--- config.mk ---
export PLATFORM = sky130hd
export DESIGN_NAME = neuron_array_flat
export DESIGN_NICKNAME = d
export VERILOG_FILES = /design/src/rtl/nn_pkg.sv /design/src/rtl/neuron_array_if.sv /design/src/rtl/neuron_lane.sv /design/src/rtl/neuron_array.sv /design/src/flat_wrapper.sv
export SDC_FILE = /design/constraint.sdc
export NUM_CORES = 2
export LEC_CHECK = 0
export BUFFER_PORTS_ARGS = -buffer_cell sky130_fd_sc_hd__buf_2
export CORE_MARGIN = 2
export CORE_UTILIZATION = 60
export CTS_CLUSTER_DIAMETER = 40
export DETAILED_ROUTE_END_ITERATION = 16
export GPL_TIMING_DRIVEN = 0
export PLACE_DENSITY_LB_ADDON = 0.15
export SLEW_MARGIN = 10
export SYNTH_ARGS = -nofsm -noshare
export SYNTH_HDL_FRONTEND = slang
export SYNTH_SLANG_ARGS = --single-unit
--- constraint.sdc ---
create_clock -name clk -period 5.4 [get_ports clk]
set_input_delay 0.27 -clock clk [delete_from_list [all_inputs] [get_ports clk]]
set_output_delay 0.27 -clock clk [all_outputs]
set_load 0.005 [all_outputs]
--- src/rtl/nn_pkg.sv ---
// Shared types and constants for the neuron_array block and its lanes.
package nn_pkg;

  localparam logic [1:0] ACT_LINEAR = 2'd0;
  localparam logic [1:0] ACT_RELU   = 2'd1;
  localparam logic [1:0] ACT_LEAKY  = 2'd2;

  typedef enum logic [1:0] {
    S_IDLE   = 2'd0,
    S_ACCUM  = 2'd1,
    S_FINISH = 2'd2,
    S_OUT    = 2'd3
  } state_t;

  // Accumulator width: full-width products plus headroom for n additions.
  function automatic int acc_w(input int dw, input int n);
    return 2 * dw + $clog2(n) + 1;
  endfunction

endpackage

--- src/rtl/neuron_array_if.sv ---
// Input beat and output result handshake bundle for neuron_array.
interface neuron_array_if #(
  parameter int M  = 2,
  parameter int DW = 16
);
  logic                   in_valid;
  logic                   in_ready;
  logic                   start;
  logic signed [DW-1:0]   x;
  logic signed [M*DW-1:0] w;
  logic signed [M*DW-1:0] b;
  logic [1:0]             act_mode;
  logic                   out_valid;
  logic                   out_ready;
  logic signed [M*DW-1:0] activation;

  modport master (
    output in_valid, start, x, w, b, act_mode, out_ready,
    input  in_ready, out_valid, activation
  );

  modport slave (
    input  in_valid, start, x, w, b, act_mode, out_ready,
    output in_ready, out_valid, activation
  );
endinterface

--- src/rtl/neuron_lane.sv ---
// One neuron: MAC accumulator plus bias, round-half-up, activation and saturation.
// Leaky ReLU (act_mode 2) is only built when LEAKY_RELU_EN is defined.
module neuron_lane
  import nn_pkg::*;
#(
  parameter int N    = 4,
  parameter int DW   = 16,
  parameter int FRAC = 8
) (
  input  logic                 clk,
  input  logic                 rst_n,
  input  logic                 load,
  input  logic                 accum,
  input  logic                 finish,
  input  logic [1:0]           mode,
  input  logic signed [DW-1:0] x,
  input  logic signed [DW-1:0] w,
  input  logic signed [DW-1:0] b,
  output logic signed [DW-1:0] act
);
  localparam int ACC_W = acc_w(DW, N);
  localparam int T_W   = ACC_W + 1;
  localparam logic signed [T_W-1:0] HALF = T_W'(1) << (FRAC - 1);
  localparam logic signed [T_W-1:0] MAXV = {{(T_W-DW+1){1'b0}}, {(DW-1){1'b1}}};
  localparam logic signed [T_W-1:0] MINV = {{(T_W-DW+1){1'b1}}, {(DW-1){1'b0}}};

  logic signed [2*DW-1:0]  prod;
  logic signed [ACC_W-1:0] prod_ext;
  logic signed [ACC_W-1:0] acc_p0;
  logic signed [DW-1:0]    bias_p0;
  logic signed [DW-1:0]    act_p1;

  assign prod     = x * w;
  assign prod_ext = {{(ACC_W-2*DW){prod[2*DW-1]}}, prod};
  assign act      = act_p1;

  function automatic logic signed [T_W-1:0] round_bias(
    input logic signed [ACC_W-1:0] a,
    input logic signed [DW-1:0]    bb
  );
    logic signed [T_W-1:0] t;
    t = {{(T_W-ACC_W){a[ACC_W-1]}}, a}
      + ({{(T_W-DW){bb[DW-1]}}, bb} <<< FRAC)
      + HALF;
    return t >>> FRAC;
  endfunction

  function automatic logic signed [T_W-1:0] activate(
    input logic signed [T_W-1:0] y,
    input logic [1:0]            m
  );
    logic signed [T_W-1:0] r;
    r = y;
    if (m == ACT_RELU && y < 0) r = '0;
`ifdef LEAKY_RELU_EN
    if (m == ACT_LEAKY && y < 0) r = y >>> 3;
`endif
    return r;
  endfunction

  function automatic logic signed [DW-1:0] saturate(input logic signed [T_W-1:0] y);
    logic signed [DW-1:0] r;
    if (y > MAXV)      r = {1'b0, {(DW-1){1'b1}}};
    else if (y < MINV) r = {1'b1, {(DW-1){1'b0}}};
    else               r = y[DW-1:0];
    return r;
  endfunction

  // Stage p0: accumulate beats; stage p1: registered activation result.
  always_ff @(posedge clk or negedge rst_n) begin
    if (!rst_n) begin
      acc_p0  <= '0;
      bias_p0 <= '0;
      act_p1  <= '0;
    end else begin
      if (load) begin
        acc_p0  <= prod_ext;
        bias_p0 <= b;
      end else if (accum) begin
        acc_p0 <= acc_p0 + prod_ext;
      end
      if (finish) act_p1 <= saturate(activate(round_bias(acc_p0, bias_p0), mode));
    end
  end

endmodule

--- src/rtl/neuron_array.sv ---
// M neuron lanes sharing a serial x stream, with ready/valid on input and output.
// Optional leaky ReLU mode is enabled by defining LEAKY_RELU_EN.
module neuron_array
  import nn_pkg::*;
#(
  parameter int N    = 4,
  parameter int M    = 2,
  parameter int DW   = 16,
  parameter int FRAC = 8
) (
  input  logic           clk,
  input  logic           rst_n,
  neuron_array_if.slave  bus
);
  localparam int CNT_W = $clog2(N + 1);

  state_t               state;
  logic [CNT_W-1:0]     cnt;
  logic [1:0]           mode_p0;
  logic                 rdy_q;
  logic                 vld_p1;
  logic                 accept;
  logic                 load;
  logic                 accum;
  logic                 finish;
  logic [M-1:0][DW-1:0] act_arr;

  assign accept = bus.in_valid & rdy_q;
  assign load   = accept & bus.start;
  assign accum  = accept & ~bus.start & (state == S_ACCUM);
  assign finish = (state == S_FINISH);

  assign bus.in_ready   = rdy_q;
  assign bus.out_valid  = vld_p1;
  assign bus.activation = act_arr;

  always_ff @(posedge clk or negedge rst_n) begin
    if (!rst_n) begin
      state   <= S_IDLE;
      cnt     <= '0;
      mode_p0 <= '0;
      rdy_q   <= 1'b1;
      vld_p1  <= 1'b0;
    end else begin
      case (state)
        S_IDLE, S_ACCUM: begin
          // A start beat restarts from either state; non-start beats in IDLE are dropped.
          if (load) begin
            cnt     <= CNT_W'(1);
            mode_p0 <= bus.act_mode;
            if (N == 1) begin
              state <= S_FINISH;
              rdy_q <= 1'b0;
            end else begin
              state <= S_ACCUM;
            end
          end else if (accum) begin
            cnt <= cnt + 1'b1;
            if (cnt == CNT_W'(N - 1)) begin
              state <= S_FINISH;
              rdy_q <= 1'b0;
            end
          end
        end
        S_FINISH: begin
          vld_p1 <= 1'b1;
          state  <= S_OUT;
        end
        S_OUT: begin
          if (bus.out_ready) begin
            vld_p1 <= 1'b0;
            rdy_q  <= 1'b1;
            state  <= S_IDLE;
          end
        end
        default: state <= S_IDLE;
      endcase
    end
  end

  for (genvar j = 0; j < M; j++) begin : g_lane
    neuron_lane #(.N(N), .DW(DW), .FRAC(FRAC)) u_lane (
      .clk    (clk),
      .rst_n  (rst_n),
      .load   (load),
      .accum  (accum),
      .finish (finish),
      .mode   (mode_p0),
      .x      (bus.x),
      .w      (bus.w[j*DW +: DW]),
      .b      (bus.b[j*DW +: DW]),
      .act    (act_arr[j])
    );
  end

endmodule

--- src/flat_wrapper.sv ---
// flat-port wrapper written by rule: the top's interface ports become plain ports
module neuron_array_flat import nn_pkg::*;
#(
  parameter int N    = 4,
  parameter int M    = 2,
  parameter int DW   = 16,
  parameter int FRAC = 8
)
  (clk, rst_n, bus_in_valid, bus_start, bus_x, bus_w, bus_b, bus_act_mode, bus_out_ready, bus_in_ready, bus_out_valid, bus_activation);
  neuron_array_if #(.M(M), .DW(DW)) bus_i ();
  input  logic clk;
  input  logic rst_n;
  input wire logic [$bits(bus_i.in_valid)-1:0] bus_in_valid;
  input wire logic [$bits(bus_i.start)-1:0] bus_start;
  input wire logic [$bits(bus_i.x)-1:0] bus_x;
  input wire logic [$bits(bus_i.w)-1:0] bus_w;
  input wire logic [$bits(bus_i.b)-1:0] bus_b;
  input wire logic [$bits(bus_i.act_mode)-1:0] bus_act_mode;
  input wire logic [$bits(bus_i.out_ready)-1:0] bus_out_ready;
  output wire logic [$bits(bus_i.in_ready)-1:0] bus_in_ready;
  output wire logic [$bits(bus_i.out_valid)-1:0] bus_out_valid;
  output wire logic [$bits(bus_i.activation)-1:0] bus_activation;
  assign bus_i.in_valid = bus_in_valid;
  assign bus_i.start = bus_start;
  assign bus_i.x = bus_x;
  assign bus_i.w = bus_w;
  assign bus_i.b = bus_b;
  assign bus_i.act_mode = bus_act_mode;
  assign bus_i.out_ready = bus_out_ready;
  assign bus_in_ready = bus_i.in_ready;
  assign bus_out_valid = bus_i.out_valid;
  assign bus_activation = bus_i.activation;
  neuron_array #(.N(N), .M(M), .DW(DW), .FRAC(FRAC)) u_core (.clk(clk), .rst_n(rst_n), .bus(bus_i));
endmodule
* Yosys cells after proc, flatten, opt, wreduce, memory -nomap -nowiden
Index checks and enable logic that the tools add are counted.
Word-level totals: flip-flop bits (word level) 143, input port bits 87, output and inout port bits 34
Cells by class: add/subtract/negate cells 7, multipliers 2, order comparisons 6, equality and inequality tests 11, mux-type cells 26, bitwise operators 5, reduce and logical (&&, ||, !) cells 12
Operators with widths (number):
- 36-bit 2-to-1 mux | 4
- 35-bit 2-to-1 mux | 4
- 35-bit by 24-bit adder with 36-bit output | 2
- 36-bit by 8-bit adder with 36-bit output, second input constant | 2
- 36-bit by 16-bit > comparator with 1-bit output, second input constant | 2
- 36-bit by 16-bit < comparator with 1-bit output, second input constant | 2
- 35-bit by 32-bit adder with 35-bit output | 2
- 16-bit by 16-bit multiplier with 32-bit output | 2
- 16-bit 2-to-1 mux | 4
- 28-bit by 1-bit < comparator with 1-bit output, second input constant | 2
- 2-bit 2-to-1 mux | 4
- 3-bit 2-to-1 mux | 2
- 3-bit by 2-bit != test with 1-bit output, second input constant | 2
- 2-bit one-hot mux with 3 select lines | 1
- 2-bit AND reduction | 3
- 2-bit nonzero test | 3
- 1-bit 2-to-1 mux | 5
- 5-bit AND reduction | 1
- 1-bit bitwise AND | 4
- 2-bit by 1-bit == test with 1-bit output, second input constant | 2
- 2-bit == test, second input constant | 2
- 2-bit by 1-bit != test with 1-bit output, second input constant | 2
- 2-bit != test, second input constant | 2
- 1-bit one-hot mux with 2 select lines | 2
- other kinds (7) | 8

* Depth between registers and ports, before layout
depth in word-level cells 9, gate-level depth with buffers 33, depth with buffers taken out 32

* Modules after synthesis
From an unflattened synthesis, not the netlist that was laid out.
Second synthesis, totals: cell total of the unflattened synthesis 3675, area total of the unflattened synthesis 32535.0 um^2
Modules (own cells, without submodules):
- neuron_lane (u_core.g_lane[0].u_lane) | times used 1, cells an instance 1840, area an instance 16139.2 um^2, seq. area each 1676.6 um^2
- neuron_lane (u_core.g_lane[1].u_lane) | times used 1, cells an instance 1798, area an instance 15927.8 um^2, seq. area each 1676.6 um^2
- neuron_array | times used 1, cells an instance 37, area an instance 467.9 um^2, seq. area each 226.5 um^2

* Worst setup path after synthesis
No wires, ideal clock.
kind input to register, start input bus_w[1], end register u_core.g_lane[0].u_lane.acc_p0[33], setup time 124 ps, data arrival time 7783 ps, required time 5276 ps, setup slack -2506 ps, stages on the path 29, buffers on the path 1, cell sequence clkbuf_1 > nand2_1 > fa_1 > fa_1 > fa_1 > fa_1 > inv_1 > fa_1 > inv_1 > fa_1 > inv_1 > ha_1 > a21o_1 > a21o_1 > a221o_1 > a32oi_1 > o21bai_1 > xor2_1 > ha_1 > a21o_1 > a21o_1 > a21o_1 > a31oi_1 > o21ai_0 > o41ai_1 > o211ai_1 > o41ai_1 > nor4b_1 > a211o_1
Between the ends: word-level cells in the longest chain between the ends 4
Ends and longest elaborated chain:
- from (decl) | line flat_wrapper.sv:16 | input wire logic [$bits(bus_i.w)-1:0] bus_w;
- 16-bit by 16-bit multiplier with 32-bit output (*) | line neuron_lane.sv:33 | assign prod = x * w;
- 35-bit by 32-bit adder with 35-bit output | line neuron_lane.sv:80 | acc_p0 <= acc_p0 + prod_ext;
- 35-bit 2-to-1 mux | line neuron_lane.sv:79 | end else if (accum) begin
- 35-bit 2-to-1 mux (*) | line neuron_lane.sv:76 | if (load) begin
- to (signal assigned) | line neuron_lane.sv:77 | acc_p0 <= prod_ext;
- to (signal assigned) | line neuron_lane.sv:80
- to (decl) | line neuron_lane.sv:29 | logic signed [ACC_W-1:0] acc_p0;
Mark *: on every way between the ends. The rest lies on a longest branch, timed or not. The select of a mux whose other input is x is not followed. A chain may end at the register's enable or synchronous reset.

* Worst setup path after layout
start input bus_x[10], end register u_core.g_lane[0].u_lane.acc_p0[34]
Between the ends: word-level cells in the longest chain between the ends 4
Ends and longest elaborated chain:
- from (decl) | line flat_wrapper.sv:15 | input wire logic [$bits(bus_i.x)-1:0] bus_x;
- 16-bit by 16-bit multiplier with 32-bit output (*) | line neuron_lane.sv:33
- 35-bit by 32-bit adder with 35-bit output | line neuron_lane.sv:80
- 35-bit 2-to-1 mux | line neuron_lane.sv:79
- 35-bit 2-to-1 mux (*) | line neuron_lane.sv:76
Marked as above.

==> impl_metrics.yaml <==
cts:
  clk_pin_slew_worst_paths_ns: 0.06
  clock_sinks: 143
  worstSkewPairLatency_ns: 0.45
  cts_buffers: 17
  cts_tree: "built"
  h-tree-depth: 4
  clockRootBuffer: "clkbuf_16"
  clock_path_buffers: 2
placed_design:
  dpl.hpwl_mm: 74.16
  place.gp.congestion: 0.9446
  io_buffers: 120
  place_area_sq_um: 34680
logic_synthesis:
  synth_cell_types: 89
  syn-cell-area_sq_um: 32260
  synth.avg_cell_area_sq_um: 8.630
  synth_edf_count: 0
  netlist.area_leader.share: 0.3277
  synth_top_cell_by_area: "fa_1"
  syn_nets: 4649
  synthTopCellsByArea: "fa_1 (33%), ha_1 (11%), dfrtp_1 (11%)"
  synth-warning-count: 0
  netlist_instances: 3738
  ys_async_sr_fraction: 1.000
  ys_ff_latch: 143
  seq_area_frac_synth: 0.1110
  yosys_most_used_dff: "dfrtp_1"
min_path:
  min_path_type: "primary input to register"
  hold_depth: 3
timing:
  hold_violations: 0
  drv_slew: 0
  setup_viol: 49
  tightest_slew_ns: 1.056
  setup_slack_ns: -2.387
  finClkSkew_ns: 0.01496
  fin_crit_sh: 1.442
  clock.fmax_mhz: 128.4
  grt_setup_unrepaired: "yes"
  slew_headroom: 0.2959
  min_period_ns: 7.787
routing:
  dr.pass1.iters: 12
  drc: 0
  routed_wirelength_mm: 102.6
  via_per_inst: 6.025
  wl_per_cell_microns: 21.42
  drt_iter0_drc: 2424
  postRouteAntennaNets: 0
  vias: 28867
critical_path:
  critPathTopFamily: "adder cells"
  cp_num_buf_inv: 6
  cp_slowest_stage_delay_ns: 0.63
  setup.worst_path.class: "primary input to register"
  critPathSlowestCell: "fa_1"
  worstPathRequired_ns: 5.71
  cp_common_cell: "fa_1"
  worst_ep_arrival_time_ns: 8.10
  r2r_cells: 12
  critPathMaxFanout: 6
  crit_cells: 31
  cp-end-kind: "register"
  start_kind: "primary input"
global_routing:
  grt.total_usage: 0.3661
  grt_pass1_vias: 29634
  overflow: 0
  grt_start_max_net_pins: 83
  antenna_found_initial: 3
  grt_pass1_wl_mm: 158.8
floorplanning:
  dieArea_sq_um: 55630
  ios: 121
  core_area_sq_um: 52870
  fp-row-count: 84
  die_h_microns: 235.9
  die_w_microns: 235.9
  initial_utilization: 0.6102
outcome:
  violations: "setup timing"
  status: "complete, but fails checks"
final_layout:
  fillers: 3660
  multi_input_comb_area_sq_um: 27970
  register_area_sq_um: 3580
  syn2layout_area_growth_pct: 23.13
  stdcell_area_sq_um: 39720
  nNetsFinal: 4997
  drive_gt1_frac: 0.2079
run:
  drv_cap: 0
==> area by class of cell <==
class / instances / area share
clock inverters: 8 / 0.003812
well taps: 688 / 0.02167
inverters: 643 / 0.06077
flip-flops and latches: 143 / 0.09012
clock buffers: 23 / 0.01279
repair buffers: 330 / 0.06785
multi-input cells: 2811 / 0.7043
diodes: 5 / 0.0003150
plain buffers: 140 / 0.03837
==> logic make-up after synthesis <==
logic type      synth area share
mux                     0.003219
compound gates            0.1399
xor+xnor                 0.04209
flops                     0.1110
simple gates              0.1694
buf+inv                  0.09189
fa+ha+maj                 0.4425
==> flip-flops by register name, indices dropped and copies added, names as in the netlist <==
name	count
u_core.g_lane.u_lane.act	32
u_core.mode_p0	2
u_core.state	2
u_core.bus.out_valid	1
u_core.g_lane.u_lane.acc_p0	70
u_core.bus.in_ready	1
u_core.cnt	3
u_core.g_lane.u_lane.bias_p0	32
==> stage by stage <==
stage	hold WS [ns]	util	instances	setup TNS, ns	setup slack, ns
final	0.01449	0.7513	4791	-73.59	-2.387
after floorplan	-0.02559	-	3738	-51.42	-1.967
after global routing	0.02345	0.7511	4786	-84.76	-2.636
after CTS	0.009130	0.7289	4734	-66.08	-2.144
after global placement	0.4571	0.6553	4546	-104.03	-3.213
after detailed placement	0.2511	0.6560	4547	-105.42	-3.296
==> layer usage <==
layer	vias up	part of all wire	routed length, microns	track usage
met5	-	0	0	0
met4	0	0.058	5967	0.1770
met3	389	0.091	9385	0.07443
met2	1471	0.47	48060	0.5922
met1	14290	0.38	39230	0.4725
li1	12717	-	-	-
==> synth_stat cells, types with 40 or more instances <==
cell type,n
ha_1,296
o21ai_0,135
inv_1,643
clkbuf_1,127
dfrtp_1,142
nand2_1,498
nor2_1,172
nor3_1,40
xnor2_1,100
a21oi_1,170
a21o_1,91
fa_1,528
and2_1,258
xor2_1,55
==> cell usage in the layout, fill, tap and decap left out, types with 20 or more instances in the layout <==
cell	n
nor2_1	161
o22ai_1	23
dfrtp_1	142
xnor2_1	72
xnor2_2	25
a21oi_1	126
and2_4	43
xor2_1	50
clkbuf_1	48
nor3_1	32
ha_4	49
buf_2	94
a21oi_2	33
nand3_1	29
o21a_1	29
inv_1	597
inv_2	46
fa_1	512
nand2_1	485
nand2b_1	28
clkbuf_16	42
o21ai_1	35
buf_4	165
o211ai_1	22
a31oi_1	25
clkbuf_8	30
o21ai_0	86
o21bai_1	20
and2_1	215
a21o_1	91
buf_6	55
ha_1	230
==> path summary, 6_finish.rpt <==
kind	startpoint	end	slack, ns
max	bus_x[10]	u_core.g_lane[0].u_lane.acc_p0[34]$_DFFE_PN0P_	-2.39
max reg2reg	u_core.g_lane[0].u_lane.bias_p0[15]$_DFFE_PN0P_	u_core.g_lane[0].u_lane.act[4]$_DFFE_PN0P_	1.09
min	bus_b[12]	u_core.g_lane[0].u_lane.bias_p0[12]$_DFFE_PN0P_	0.01
max in group asynchronous	rst_n	u_core.g_lane[1].u_lane.bias_p0[14]$_DFFE_PN0P_	4.23
min reg2reg	u_core.cnt[2]$_DFFE_PN0P_	u_core.cnt[2]$_DFFE_PN0P_	0.49
min in group asynchronous	rst_n	u_core.g_lane[0].u_lane.acc_p0[9]$_DFFE_PN0P_	0.35
==> worst register-to-register path, cell delays in order (launching register included) <==
cell and delay [ns]:
dfrtp_1 0.64, ha_1 0.34, clkbuf_1 0.20, and3_1 0.24, a221oi_1 0.39, o21ai_0 0.17, and2_1 0.19, o41a_1 0.43
a211oi_1 0.38, o2111ai_1 0.17, o22ai_1 0.56, buf_2 0.35, o22ai_1 0.10
==> what timing repair did <==
item / 4_1_cts / 5_1_grt
endpoints found under the setup margin: 52 / 52
pin swaps: 157 / 231
endpoints found under the hold margin: 60 / 0
resized for setup: 410 / 204
hold buffers: 1 / 0
setup buffers: 155 / 80
gates cloned: 3 / 1
Power is left out: the tool's default activity adds up to more than one toggle a clock period on the data nets, which glitch-free logic cannot reach.
